==> config.mk <==
export PLATFORM = sky130hd
export DESIGN_NAME = keypad_uart_tx_fifo_flat
export DESIGN_NICKNAME = d
export VERILOG_FILES = /design/src/rtl/keypad_uart_tx_fifo_if.sv /design/src/rtl/keypad_uart_tx_fifo.sv /design/src/flat_wrapper.sv
export SDC_FILE = /design/constraint.sdc
export NUM_CORES = 1
export LEC_CHECK = 0
export CAP_MARGIN = 20
export CORE_ASPECT_RATIO = 1.5
export CORE_MARGIN = 3
export CORE_UTILIZATION = 52
export DETAILED_ROUTE_END_ITERATION = 16
export PLACE_DENSITY = 0.74
export REMOVE_ABC_BUFFERS = 1
export SLEW_MARGIN = 20
export SYNTH_ARGS = -nofsm -noshare
export SYNTH_HDL_FRONTEND = slang
export SYNTH_SLANG_ARGS = --single-unit
==> constraint.sdc <==
create_clock -name clk -period 4.82 [get_ports clk]
set_input_delay 0.964 -clock clk [delete_from_list [all_inputs] [get_ports clk]]
set_output_delay 0.964 -clock clk [all_outputs]
set_load 0.1 [all_outputs]
==> src/rtl/keypad_uart_tx_fifo_if.sv <==
// Key-entry and UART status signals of keypad_uart_tx_fifo.
// The master side (keypad encoder) supplies the key code and transmit key.
// The slave side (the transmitter) returns the line and the queue status.
interface keypad_uart_tx_fifo_if #(
  parameter int FIFO_DEPTH = 8
);
  localparam int COUNT_W = $clog2(FIFO_DEPTH + 1);

  logic [3:0]         keypad_in;
  logic               transmit_key;
  logic               tx;
  logic               busy;
  logic [COUNT_W-1:0] fifo_count;
  logic               fifo_full;
  logic               overflow;
  logic               rst_led;

  modport master (
    output keypad_in, transmit_key,
    input  tx, busy, fifo_count, fifo_full, overflow, rst_led
  );

  modport slave (
    input  keypad_in, transmit_key,
    output tx, busy, fifo_count, fifo_full, overflow, rst_led
  );
endinterface

==> src/rtl/keypad_uart_tx_fifo.sv <==
// keypad_uart_tx_fifo: keypad push -> ASCII -> FIFO -> UART serialiser.
// Each rising edge of transmit_key queues one character.
// The UART drains the queue with exactly one idle cycle between frames.
// Optional feature macro: KEYPAD_UART_TX_PARITY_EN (even parity bit after
// data bit 7). When undefined, frames are start + 8 data + stop bit(s).
module keypad_uart_tx_fifo #(
  parameter int CLKS_PER_BIT = 10417,
  parameter int FIFO_DEPTH   = 8,
  parameter int STOP_BITS    = 1
) (
  input  logic                 clk,
  input  logic                 rst,
  keypad_uart_tx_fifo_if.slave bus
);

  localparam int PTR_W   = $clog2(FIFO_DEPTH);
  localparam int COUNT_W = $clog2(FIFO_DEPTH + 1);
  localparam int BAUD_W  = $clog2(CLKS_PER_BIT);

  localparam logic [BAUD_W-1:0]  BAUD_LAST  = BAUD_W'(CLKS_PER_BIT - 1);
  localparam logic [2:0]         STOP_LAST  = 3'(STOP_BITS - 1);
  localparam logic [COUNT_W-1:0] COUNT_FULL = COUNT_W'(FIFO_DEPTH);

  typedef enum logic [2:0] {
    S_IDLE  = 3'd0,
    S_START = 3'd1,
    S_DATA  = 3'd2,
    S_STOP  = 3'd3
`ifdef KEYPAD_UART_TX_PARITY_EN
    , S_PARITY = 3'd4
`endif
  } state_t;

  // Keypad code to ASCII character.
  function automatic logic [7:0] ascii_of(input logic [3:0] code);
    logic [7:0] ch;
    case (code)
      4'hE:                   ch = 8'h2A;
      4'hF:                   ch = 8'h23;
      4'hA, 4'hB, 4'hC, 4'hD: ch = 8'h41 + {4'h0, code - 4'hA};
      default:                ch = 8'h30 + {4'h0, code};
    endcase
    return ch;
  endfunction

`ifdef KEYPAD_UART_TX_PARITY_EN
  // Even parity: makes the total count of ones (data + parity) even.
  function automatic logic even_parity(input logic [7:0] data);
    return ^data;
  endfunction
`endif

  // Edge detect and FIFO storage
  logic               key_d_r;
  logic [7:0]         fifo_mem [FIFO_DEPTH];
  logic [PTR_W-1:0]   wr_ptr_r;
  logic [PTR_W-1:0]   rd_ptr_r;
  logic [COUNT_W-1:0] count_r;
  logic [COUNT_W-1:0] count_next_s;
  logic               full_r;
  logic               overflow_r;
  logic               rst_led_r;
  logic               push_s;
  logic               full_s;
  logic               push_ok_s;
  logic               drop_s;

  // Serialiser
  state_t             state_r;
  state_t             state_next_s;
  logic [BAUD_W-1:0]  baud_r;
  logic [BAUD_W-1:0]  baud_next_s;
  logic [2:0]         bit_r;
  logic [2:0]         bit_next_s;
  logic [7:0]         shift_r;
  logic               pop_s;
  logic               tx_r;
  logic               tx_next_s;
  logic               busy_r;
  logic               busy_next_s;

  assign bus.tx         = tx_r;
  assign bus.busy       = busy_r;
  assign bus.fifo_count = count_r;
  assign bus.fifo_full  = full_r;
  assign bus.overflow   = overflow_r;
  assign bus.rst_led    = rst_led_r;

  // Track the previous level of transmit_key for push detection.
  always_ff @(posedge clk) begin
    if (rst) begin
      key_d_r <= 1'b0;
    end else begin
      key_d_r <= bus.transmit_key;
    end
  end

  // Push/drop decisions; a full FIFO still accepts a push when it pops.
  always_comb begin
    push_s       = bus.transmit_key & ~key_d_r;
    full_s       = (count_r == COUNT_FULL);
    push_ok_s    = push_s & (~full_s | pop_s);
    drop_s       = push_s & full_s & ~pop_s;
    count_next_s = count_r;
    if (push_ok_s && !pop_s) begin
      count_next_s = count_r + COUNT_W'(1);
    end else if (!push_ok_s && pop_s) begin
      count_next_s = count_r - COUNT_W'(1);
    end else begin
      count_next_s = count_r;
    end
  end

  // FIFO storage write; contents need no reset since pointers are cleared.
  always_ff @(posedge clk) begin
    if (push_ok_s && !rst) begin
      fifo_mem[wr_ptr_r] <= ascii_of(bus.keypad_in);
    end
  end

  // Pointers, occupancy, full flag and sticky overflow flag.
  always_ff @(posedge clk) begin
    if (rst) begin
      wr_ptr_r   <= '0;
      rd_ptr_r   <= '0;
      count_r    <= '0;
      full_r     <= 1'b0;
      overflow_r <= 1'b0;
    end else begin
      if (push_ok_s) begin
        wr_ptr_r <= wr_ptr_r + PTR_W'(1);
      end
      if (pop_s) begin
        rd_ptr_r <= rd_ptr_r + PTR_W'(1);
      end
      count_r <= count_next_s;
      full_r  <= (count_next_s == COUNT_FULL);
      if (drop_s) begin
        overflow_r <= 1'b1;
      end
    end
  end

  // Reset indicator LED: dark while reset is applied.
  always_ff @(posedge clk) begin
    if (rst) begin
      rst_led_r <= 1'b0;
    end else begin
      rst_led_r <= 1'b1;
    end
  end

  // Frame sequencing: next state, baud counter and bit index.
  always_comb begin
    state_next_s = state_r;
    baud_next_s  = baud_r;
    bit_next_s   = bit_r;
    pop_s        = 1'b0;
    case (state_r)
      S_IDLE: begin
        if (count_r != '0) begin
          pop_s        = 1'b1;
          state_next_s = S_START;
          baud_next_s  = '0;
          bit_next_s   = 3'd0;
        end else begin
          state_next_s = S_IDLE;
        end
      end
      S_START: begin
        if (baud_r == BAUD_LAST) begin
          state_next_s = S_DATA;
          baud_next_s  = '0;
          bit_next_s   = 3'd0;
        end else begin
          baud_next_s = baud_r + BAUD_W'(1);
        end
      end
      S_DATA: begin
        if (baud_r == BAUD_LAST) begin
          baud_next_s = '0;
          if (bit_r == 3'd7) begin
`ifdef KEYPAD_UART_TX_PARITY_EN
            state_next_s = S_PARITY;
`else
            state_next_s = S_STOP;
`endif
            bit_next_s = 3'd0;
          end else begin
            bit_next_s = bit_r + 3'd1;
          end
        end else begin
          baud_next_s = baud_r + BAUD_W'(1);
        end
      end
`ifdef KEYPAD_UART_TX_PARITY_EN
      S_PARITY: begin
        if (baud_r == BAUD_LAST) begin
          state_next_s = S_STOP;
          baud_next_s  = '0;
          bit_next_s   = 3'd0;
        end else begin
          baud_next_s = baud_r + BAUD_W'(1);
        end
      end
`endif
      S_STOP: begin
        if (baud_r == BAUD_LAST) begin
          baud_next_s = '0;
          if (bit_r == STOP_LAST) begin
            state_next_s = S_IDLE;
            bit_next_s   = 3'd0;
          end else begin
            bit_next_s = bit_r + 3'd1;
          end
        end else begin
          baud_next_s = baud_r + BAUD_W'(1);
        end
      end
      default: begin
        state_next_s = S_IDLE;
        baud_next_s  = '0;
        bit_next_s   = 3'd0;
      end
    endcase
  end

  // Line level and busy for the state being entered, so both are registered.
  always_comb begin
    tx_next_s   = 1'b1;
    busy_next_s = 1'b1;
    case (state_next_s)
      S_IDLE: begin
        tx_next_s   = 1'b1;
        busy_next_s = 1'b0;
      end
      S_START: begin
        tx_next_s = 1'b0;
      end
      S_DATA: begin
        tx_next_s = shift_r[bit_next_s];
      end
`ifdef KEYPAD_UART_TX_PARITY_EN
      S_PARITY: begin
        tx_next_s = even_parity(shift_r);
      end
`endif
      S_STOP: begin
        tx_next_s = 1'b1;
      end
      default: begin
        tx_next_s   = 1'b1;
        busy_next_s = 1'b0;
      end
    endcase
  end

  // Serialiser registers; reset aborts any frame in flight.
  always_ff @(posedge clk) begin
    if (rst) begin
      state_r <= S_IDLE;
      baud_r  <= '0;
      bit_r   <= 3'd0;
      shift_r <= 8'h00;
      tx_r    <= 1'b1;
      busy_r  <= 1'b0;
    end else begin
      state_r <= state_next_s;
      baud_r  <= baud_next_s;
      bit_r   <= bit_next_s;
      if (pop_s) begin
        shift_r <= fifo_mem[rd_ptr_r];
      end
      tx_r   <= tx_next_s;
      busy_r <= busy_next_s;
    end
  end

endmodule

==> src/flat_wrapper.sv <==
// flat-port wrapper written by rule: the top's interface ports become plain ports
module keypad_uart_tx_fifo_flat 
#(
  parameter int CLKS_PER_BIT = 10417,
  parameter int FIFO_DEPTH   = 8,
  parameter int STOP_BITS    = 1
)
  (clk, rst, bus_keypad_in, bus_transmit_key, bus_tx, bus_busy, bus_fifo_count, bus_fifo_full, bus_overflow, bus_rst_led);
  keypad_uart_tx_fifo_if #(.FIFO_DEPTH(FIFO_DEPTH)) bus_i ();
  input  logic clk;
  input  logic rst;
  input wire logic [$bits(bus_i.keypad_in)-1:0] bus_keypad_in;
  input wire logic [$bits(bus_i.transmit_key)-1:0] bus_transmit_key;
  output wire logic [$bits(bus_i.tx)-1:0] bus_tx;
  output wire logic [$bits(bus_i.busy)-1:0] bus_busy;
  output wire logic [$bits(bus_i.fifo_count)-1:0] bus_fifo_count;
  output wire logic [$bits(bus_i.fifo_full)-1:0] bus_fifo_full;
  output wire logic [$bits(bus_i.overflow)-1:0] bus_overflow;
  output wire logic [$bits(bus_i.rst_led)-1:0] bus_rst_led;
  assign bus_i.keypad_in = bus_keypad_in;
  assign bus_i.transmit_key = bus_transmit_key;
  assign bus_tx = bus_i.tx;
  assign bus_busy = bus_i.busy;
  assign bus_fifo_count = bus_i.fifo_count;
  assign bus_fifo_full = bus_i.fifo_full;
  assign bus_overflow = bus_i.overflow;
  assign bus_rst_led = bus_i.rst_led;
  keypad_uart_tx_fifo #(.CLKS_PER_BIT(CLKS_PER_BIT), .FIFO_DEPTH(FIFO_DEPTH), .STOP_BITS(STOP_BITS)) u_core (.clk(clk), .rst(rst), .bus(bus_i));
endmodule
==> results.json, run 1 <==
{
  "seq_area_frac_synth_pct": 57.6,
  "clkTransAtPathRegs_ps": 60,
  "endpoint_kind": "flip-flop",
  "netlist_area_mm2": 0.00442,
  "max_freq_mhz": 339,
  "min_from": "u_core.shift_r[0]",
  "die_w_um": 81.2,
  "cts_buffer_depth": 2,
  "final_layout_size_suffix_gt1_share_pct": 13.5,
  "crit_slowest_cell": "clkdlybuf4s50_1",
  "report.final.setup_viol": 0,
  "yosys_warnings": 0,
  "fp.dieArea_mm2": 0.00966,
  "worst_ep_arrival_time_ps": 2990,
  "clk_latency_ps": 340,
  "crit_chain": "clkdlybuf4s50_1 -> inv_1 -> ha_1 -> or3_1 -> o311ai_0 -> buf_4 -> nand3_1 -> o21ai_0",
  "rows": 40,
  "worst_ep_required_time_ps": 4860,
  "outcome": "finished, final reports clean",
  "period_share_pct": 61.2,
  "grt_pass1_wl_mm": 13.8,
  "area_delta_synth_final_pct": 14.0,
  "finalSetupTns_ps": 0,
  "initial_core_util_pct": 54.1,
  "firstDrtPassIters": 4,
  "synth_edf_count": 56,
  "first_iter_violations": 158,
  "drt_wl_total_mm": 8.20,
  "hpwl_mm": 5.84,
  "place_congestion": 0.834,
  "whs_ps": 504,
  "syn_avg_cell_area_um2": 12.3,
  "grt_util_all_layers_pct": 19.2,
  "instances_no_fill": 490,
  "multi_input_area_mm2": 0.00176,
  "layout_commonest_cell": "edfxtp_1",
  "power_density_mw_per_mm2": 506,
  "seq_area_mm2": 0.00254,
  "cts_tree": "yes",
  "period_needed_ps": 2950,
  "ir_worst_vdd_v": 0.000271,
  "fin_skew_ps": 7.38,
  "crit_start": "bus_keypad_in[0]",
  "numCtsBuffers": 9,
  "cts_resized": 0,
  "routed-via-count": 2781,
  "hold_viol_final": 0,
  "slew_violations": 0,
  "syn_inst": 360,
  "cts.sinks": 99,
  "relSlewSlack_pct": 35.5,
  "rsz0062_at_grt": "no",
  "root_buffer": "clkbuf_16",
  "critical_path.max_fanout": 10,
  "drv_cap": 0,
  "worst_pin_slew_ps": 965,
  "r2r_start": "u_core.baud_r[2]",
  "drt-wirelength-per-cell_um": 16.7,
  "async_flop_share_pct": 0,
  "diodes": 0,
  "p_leak_uw": 0.00175,
  "core-area_mm2": 0.00816,
  "hold_path_class": "reg2reg",
  "viasPerCell": 5.68,
  "postCtsSetupBuffers": 0,
  "yosysUniqueCellTypes": 50,
  "cpPeakStageDelay_ps": 570,
  "ant_nets": 0,
  "final_cell_mix": "56 x edfxtp_1, 42 x dfxtp_1, 41 x nor2_1",
  "grt_start_max_net_pins": 19,
  "postCtsHoldBufs": 0,
  "synth-seq-cells": 99,
  "die_h_um": 119,
  "ys.flop_type": "edfxtp_1",
  "grt_overflow": 0,
  "fillCellCount": 630,
  "grt_antenna_before_repair": 0,
  "dp.cells": 474,
  "nNetsFinal": 403,
  "startpoint_type": "primary input",
  "worstSetupPathType": "in2reg",
  "cts_max_level": 3,
  "numPortBuffers": 15,
  "ios": 16,
  "drc": 0,
  "grt_pass1_vias": 2857
}
[power breakdown]
part,total (uW),internal [uW],leakage [uW],switching [uW]
Combinational,709,266,0.000738,443
Clock,774,459,0.000154,315
Sequential,1070,973,0.000855,93.9
[registers in the layout (all words and copies together) (netlist names)]
register               cells
u_core.rd_ptr_r            3
u_core.state_r             3
u_core.bus.tx              1
u_core.bus.overflow        1
u_core.bus.fifo_count      4
u_core.bit_r               3
u_core.bus.rst_led         1
u_core.wr_ptr_r            3
u_core.fifo_mem           56
u_core.bus.busy            1
u_core.shift_r             7
u_core.bus.fifo_full       1
u_core.baud_r             14
u_core.key_d_r             1
[critical path: cells and delay by family]
family | cells | cell delay [ps]
AND/OR/NAND/NOR | 2 | 440
buffers and inverters | 3 | 910
adder cells (fa/ha/maj) | 1 | 240
AO/OA/AOI/OAI | 2 | 440
[area by class of cell]
class,count,share of cell area (%)
sequential,99,50.5
clock buffer,9,4.47
clock inverter,7,1.99
timing repair buffer,25,4.47
tap,105,2.61
inverter,14,1.04
multi-input combinational,231,34.9
[kinds of logic (layout without fill, tap and decap cells)]
| logic type | count (synthesis) | after routing | share of synthesized area [%] |
|---|---|---|---|
| multiplexers | 25 | 25 | 9.92 |
| adder cells (fa/ha/maj) | 16 | 16 | 4.53 |
| AO/OA/AOI/OAI | 43 | 43 | 6.89 |
| AND/OR/NAND/NOR | 127 | 127 | 14.6 |
| XOR/XNOR | 19 | 19 | 3.77 |
| other | 1 | 1 | 0.0849 |
| flip-flops | 99 | 99 | 57.6 |
| buffers and inverters | 30 | 55 | 2.66 |
[worst paths after layout]
path,end,cells past startpoint,slack [ps]
worst max-delay path,u_core.fifo_mem[4][2],8,1870
worst min-delay path,u_core.shift_r[0],2,500
worst max register to register,u_core.bus.tx,7,1980
worst min register to register,u_core.shift_r[0],2,500
[synth_stat cells (all sizes together), types with 5 or more instances]
| cell type | n | area [um2] |
|---|---|---|
| edfxtp | 56 | 1680 |
| nor2 | 41 | 154 |
| nand3 | 13 | 65.1 |
| dfxtp | 43 | 861 |
| nor4 | 5 | 37.5 |
| inv | 14 | 52.6 |
| xor2 | 15 | 131 |
| ha | 16 | 200 |
| nand2 | 30 | 113 |
| and2 | 5 | 33.8 |
| clkbuf | 11 | 41.3 |
| a211oi | 7 | 52.6 |
| mux2i | 10 | 100 |
| mux4 | 15 | 338 |
| o21ai | 6 | 30.0 |
| buf | 5 | 23.8 |
| a21oi | 10 | 50.1 |
[stage by stage]
step	instance area (um2)	power (uW)	setup slack (ps)	util, %
6_report	5030	2550	1870	61.7
5_1_grt	5030	2680	1710	61.7
4_1_cts	5030	2570	1860	61.7
3_5_place_dp	4710	1790	1520	57.7
3_3_place_gp	4710	1780	1620	57.7
2_1_floorplan	4350	1610	1210	-
[per-layer routing]
layer	global-route usage [%]	wire, um
met3	3.48	209
met2	35.0	4570
met1	20.4	3170
met4	9.94	257
met5	0	0
No activity file was read; power rests on OpenSTA's default activity.
==> run 2, diff against run 1 <==
--- a/config.mk
+++ b/config.mk
@@ -10,7 +10,7 @@
 export CORE_MARGIN = 3
 export CORE_UTILIZATION = 52
 export DETAILED_ROUTE_END_ITERATION = 16
-export PLACE_DENSITY = 0.74
+export PLACE_DENSITY = 0.76
 export REMOVE_ABC_BUFFERS = 1
 export SLEW_MARGIN = 20
 export SYNTH_ARGS = -nofsm -noshare
==> constraint.sdc (replaced) <==
create_clock -name clk -period 2.5 [get_ports clk]
set_input_delay 0.5 -clock clk [delete_from_list [all_inputs] [get_ports clk]]
set_output_delay 0.5 -clock clk [all_outputs]
set_load 0.1 [all_outputs]
==> results.json, run 2 (synthesized netlist as in run 1, its figures left out) <==
{
  "drt-wirelength-per-cell_um": 17.1,
  "place_congestion": 0.858,
  "wl_met1_mm": 3.41,
  "cts_tree": "yes",
  "worst_ep_required_time_ps": 2730,
  "grt_overflow": 0,
  "r2r-end": "u_core.bus.tx",
  "largest_register": "u_core.fifo_mem",
  "clk_latency_ps": 350,
  "clkTransAtPathRegs_ps": 70,
  "fin_skew_ps": 7.47,
  "worst_ep_arrival_time_ps": 2720,
  "cts_buffer_depth": 2,
  "p_leak_uw": 0.00195,
  "reg.largest.list": "u_core.fifo_mem: 56 flops, u_core.baud_r: 14 flops, u_core.shift_r: 7 flops",
  "final_layout_size_suffix_gt1_share_pct": 24.0,
  "rsz0062_at_grt": "yes",
  "finalPower_uw": 5070,
  "grt_pass1_wl_mm": 14.6,
  "postLayoutCoreUtil_pct": 64.9,
  "die_w_um": 81.2,
  "drv_cap": 0,
  "layout_commonest_cell": "edfxtp_1",
  "grt_antenna_before_repair": 0,
  "slew_violations": 0,
  "rows": 40,
  "diodes": 0,
  "min_from": "u_core.bus.overflow",
  "relSlewSlack_pct": 42.9,
  "cts_max_level": 3,
  "hold_path_class": "reg2reg",
  "final_cell_mix": "56 x edfxtp_1, 51 x buf_4, 41 x nor2_1",
  "grt_start_max_net_pins": 19,
  "min_delay_path_depth": 2,
  "initial_core_util_pct": 54.1,
  "die_h_um": 119,
  "max_freq_mhz": 402,
  "first_iter_violations": 120,
  "hold_viol_final": 0,
  "worst_pin_slew_ps": 849,
  "whs_endpoint": "u_core.bus.overflow",
  "grt_pass1_vias": 3008,
  "fp.dieArea_mm2": 0.00966,
  "hpwl_mm": 6.07,
  "startpoint_type": "flip-flop",
  "power_density_mw_per_mm2": 957,
  "period_needed_ps": 2490,
  "rrSetupSlack_ps": 10,
  "worstSetupPathType": "reg2reg",
  "top_layer": "met4",
  "root_buffer": "clkbuf_16",
  "nNetsFinal": 435,
  "cts.sinks": 99,
  "numCtsBuffers": 9,
  "critical_path.max_fanout": 6,
  "numPortBuffers": 15,
  "reg2reg_depth": 7,
  "largest_reg_flops": 56,
  "ios": 16,
  "wl_met2_mm": 5.05,
  "drc": 0,
  "firstDrtPassIters": 4,
  "endpoint_kind": "flip-flop",
  "r2r_start": "u_core.baud_r[10]",
  "period_share_pct": 99.6,
  "ant_nets": 0,
  "report.final.setup_viol": 0,
  "drt_wl_total_mm": 8.91,
  "viasPerCell": 5.57,
  "grt_util_all_layers_pct": 20.4,
  "outcome": "finished, final reports clean",
  "area_delta_synth_final_pct": 19.9,
  "routed-wl-met3_um": 224,
  "routed-via-count": 2909,
  "ir_worst_vdd_v": 0.000623,
  "core-area_mm2": 0.00816
}
-- run 2: cell types whose count changed in the layout (fill, tap and decap cells not counted), moves of 3 or more --
cell	delta
buf_4	+41
clkdlybuf4s50_1	-9
dfxtp_1	-3
dfxtp_2	+3
inv_6	+3
-- run 2: stage by stage --
stage               hold WS (ps)  cell area, um2  cells  setup slack (ps)  setup TNS, ps
floorplan                    456            4350    344             -1110         -61930
global placement             474            4900    503             -98.3          -2440
detailed placement           475            4900    503              -228          -7180
CTS                          496            5280    522             -4.11          -4.11
global route                 526            5290    522             -81.6          -81.6
finish                       496            5290    522              9.94              0
-- run 2: area by class of cell --
| cell class | count | area [um2] |
|---|---|---|
| Clock buffer | 9 | 225 |
| Clock inverter | 7 | 103 |
| Fill cell | 605 | 2870 |
| Inverter | 14 | 52.6 |
| Multi-Input combinational cell | 231 | 1790 |
| Sequential cell | 99 | 2550 |
| Tap cell | 105 | 131 |
| Timing Repair Buffer | 57 | 443 |
-- run 2: what timing repair did --
item                                    CTS  global route
hold buffers                              0             0
gates cloned                              1             0
setup buffers                             2             1
endpoints found under the setup margin    1            18
resized for setup                         5             8
pin swaps                                 3             6
-- run 2: critical path, cell delays in order (launching register included) --
cell and delay [ps]:
dfxtp_2 320, or4b_4 540, nor4_4 300, buf_4 200, a21oi_4 60, o22ai_2 160, mux4_2 520, o311a_1 290
-- run 2: worst max-delay path by stage --
stage	start	end	slack, ps	depth (start not counted)
after floorplan	u_core.bus.fifo_count[0]	u_core.fifo_mem[2][0]	-1110	6
after global placement	bus_keypad_in[0]	u_core.fifo_mem[4][4]	-100	8
after detailed placement	bus_keypad_in[0]	u_core.fifo_mem[3][2]	-230	8
after CTS	u_core.baud_r[6]	u_core.bus.tx	-4	7
after global routing	u_core.baud_r[10]	u_core.bus.tx	-80	7
final	u_core.baud_r[10]	u_core.bus.tx	10	7
-- run 2: power breakdown --
group	leakage, uW	switching, uW	internal, uW
sequential	0.000857	90.5	1870
clock	0.000157	622	891
combinational	0.000941	980	609
total	0.00195	1690	3370
-- run 2: per-layer routing --
metal  track usage [%]  up-vias
met4              8.77        0
met3              4.84       18
met1              21.0     1441
li1                  -     1419
met5                 0        -
met2              37.9       31
==> run 3, diff against run 2 <==
--- a/config.mk
+++ b/config.mk
@@ -12,7 +12,6 @@
 export DETAILED_ROUTE_END_ITERATION = 16
 export PLACE_DENSITY = 0.76
 export REMOVE_ABC_BUFFERS = 1
-export SLEW_MARGIN = 20
 export SYNTH_ARGS = -nofsm -noshare
 export SYNTH_HDL_FRONTEND = slang
 export SYNTH_SLANG_ARGS = --single-unit
==> results of run 3 <==
Final layout, timing and power as in run 2 (identical DEF).
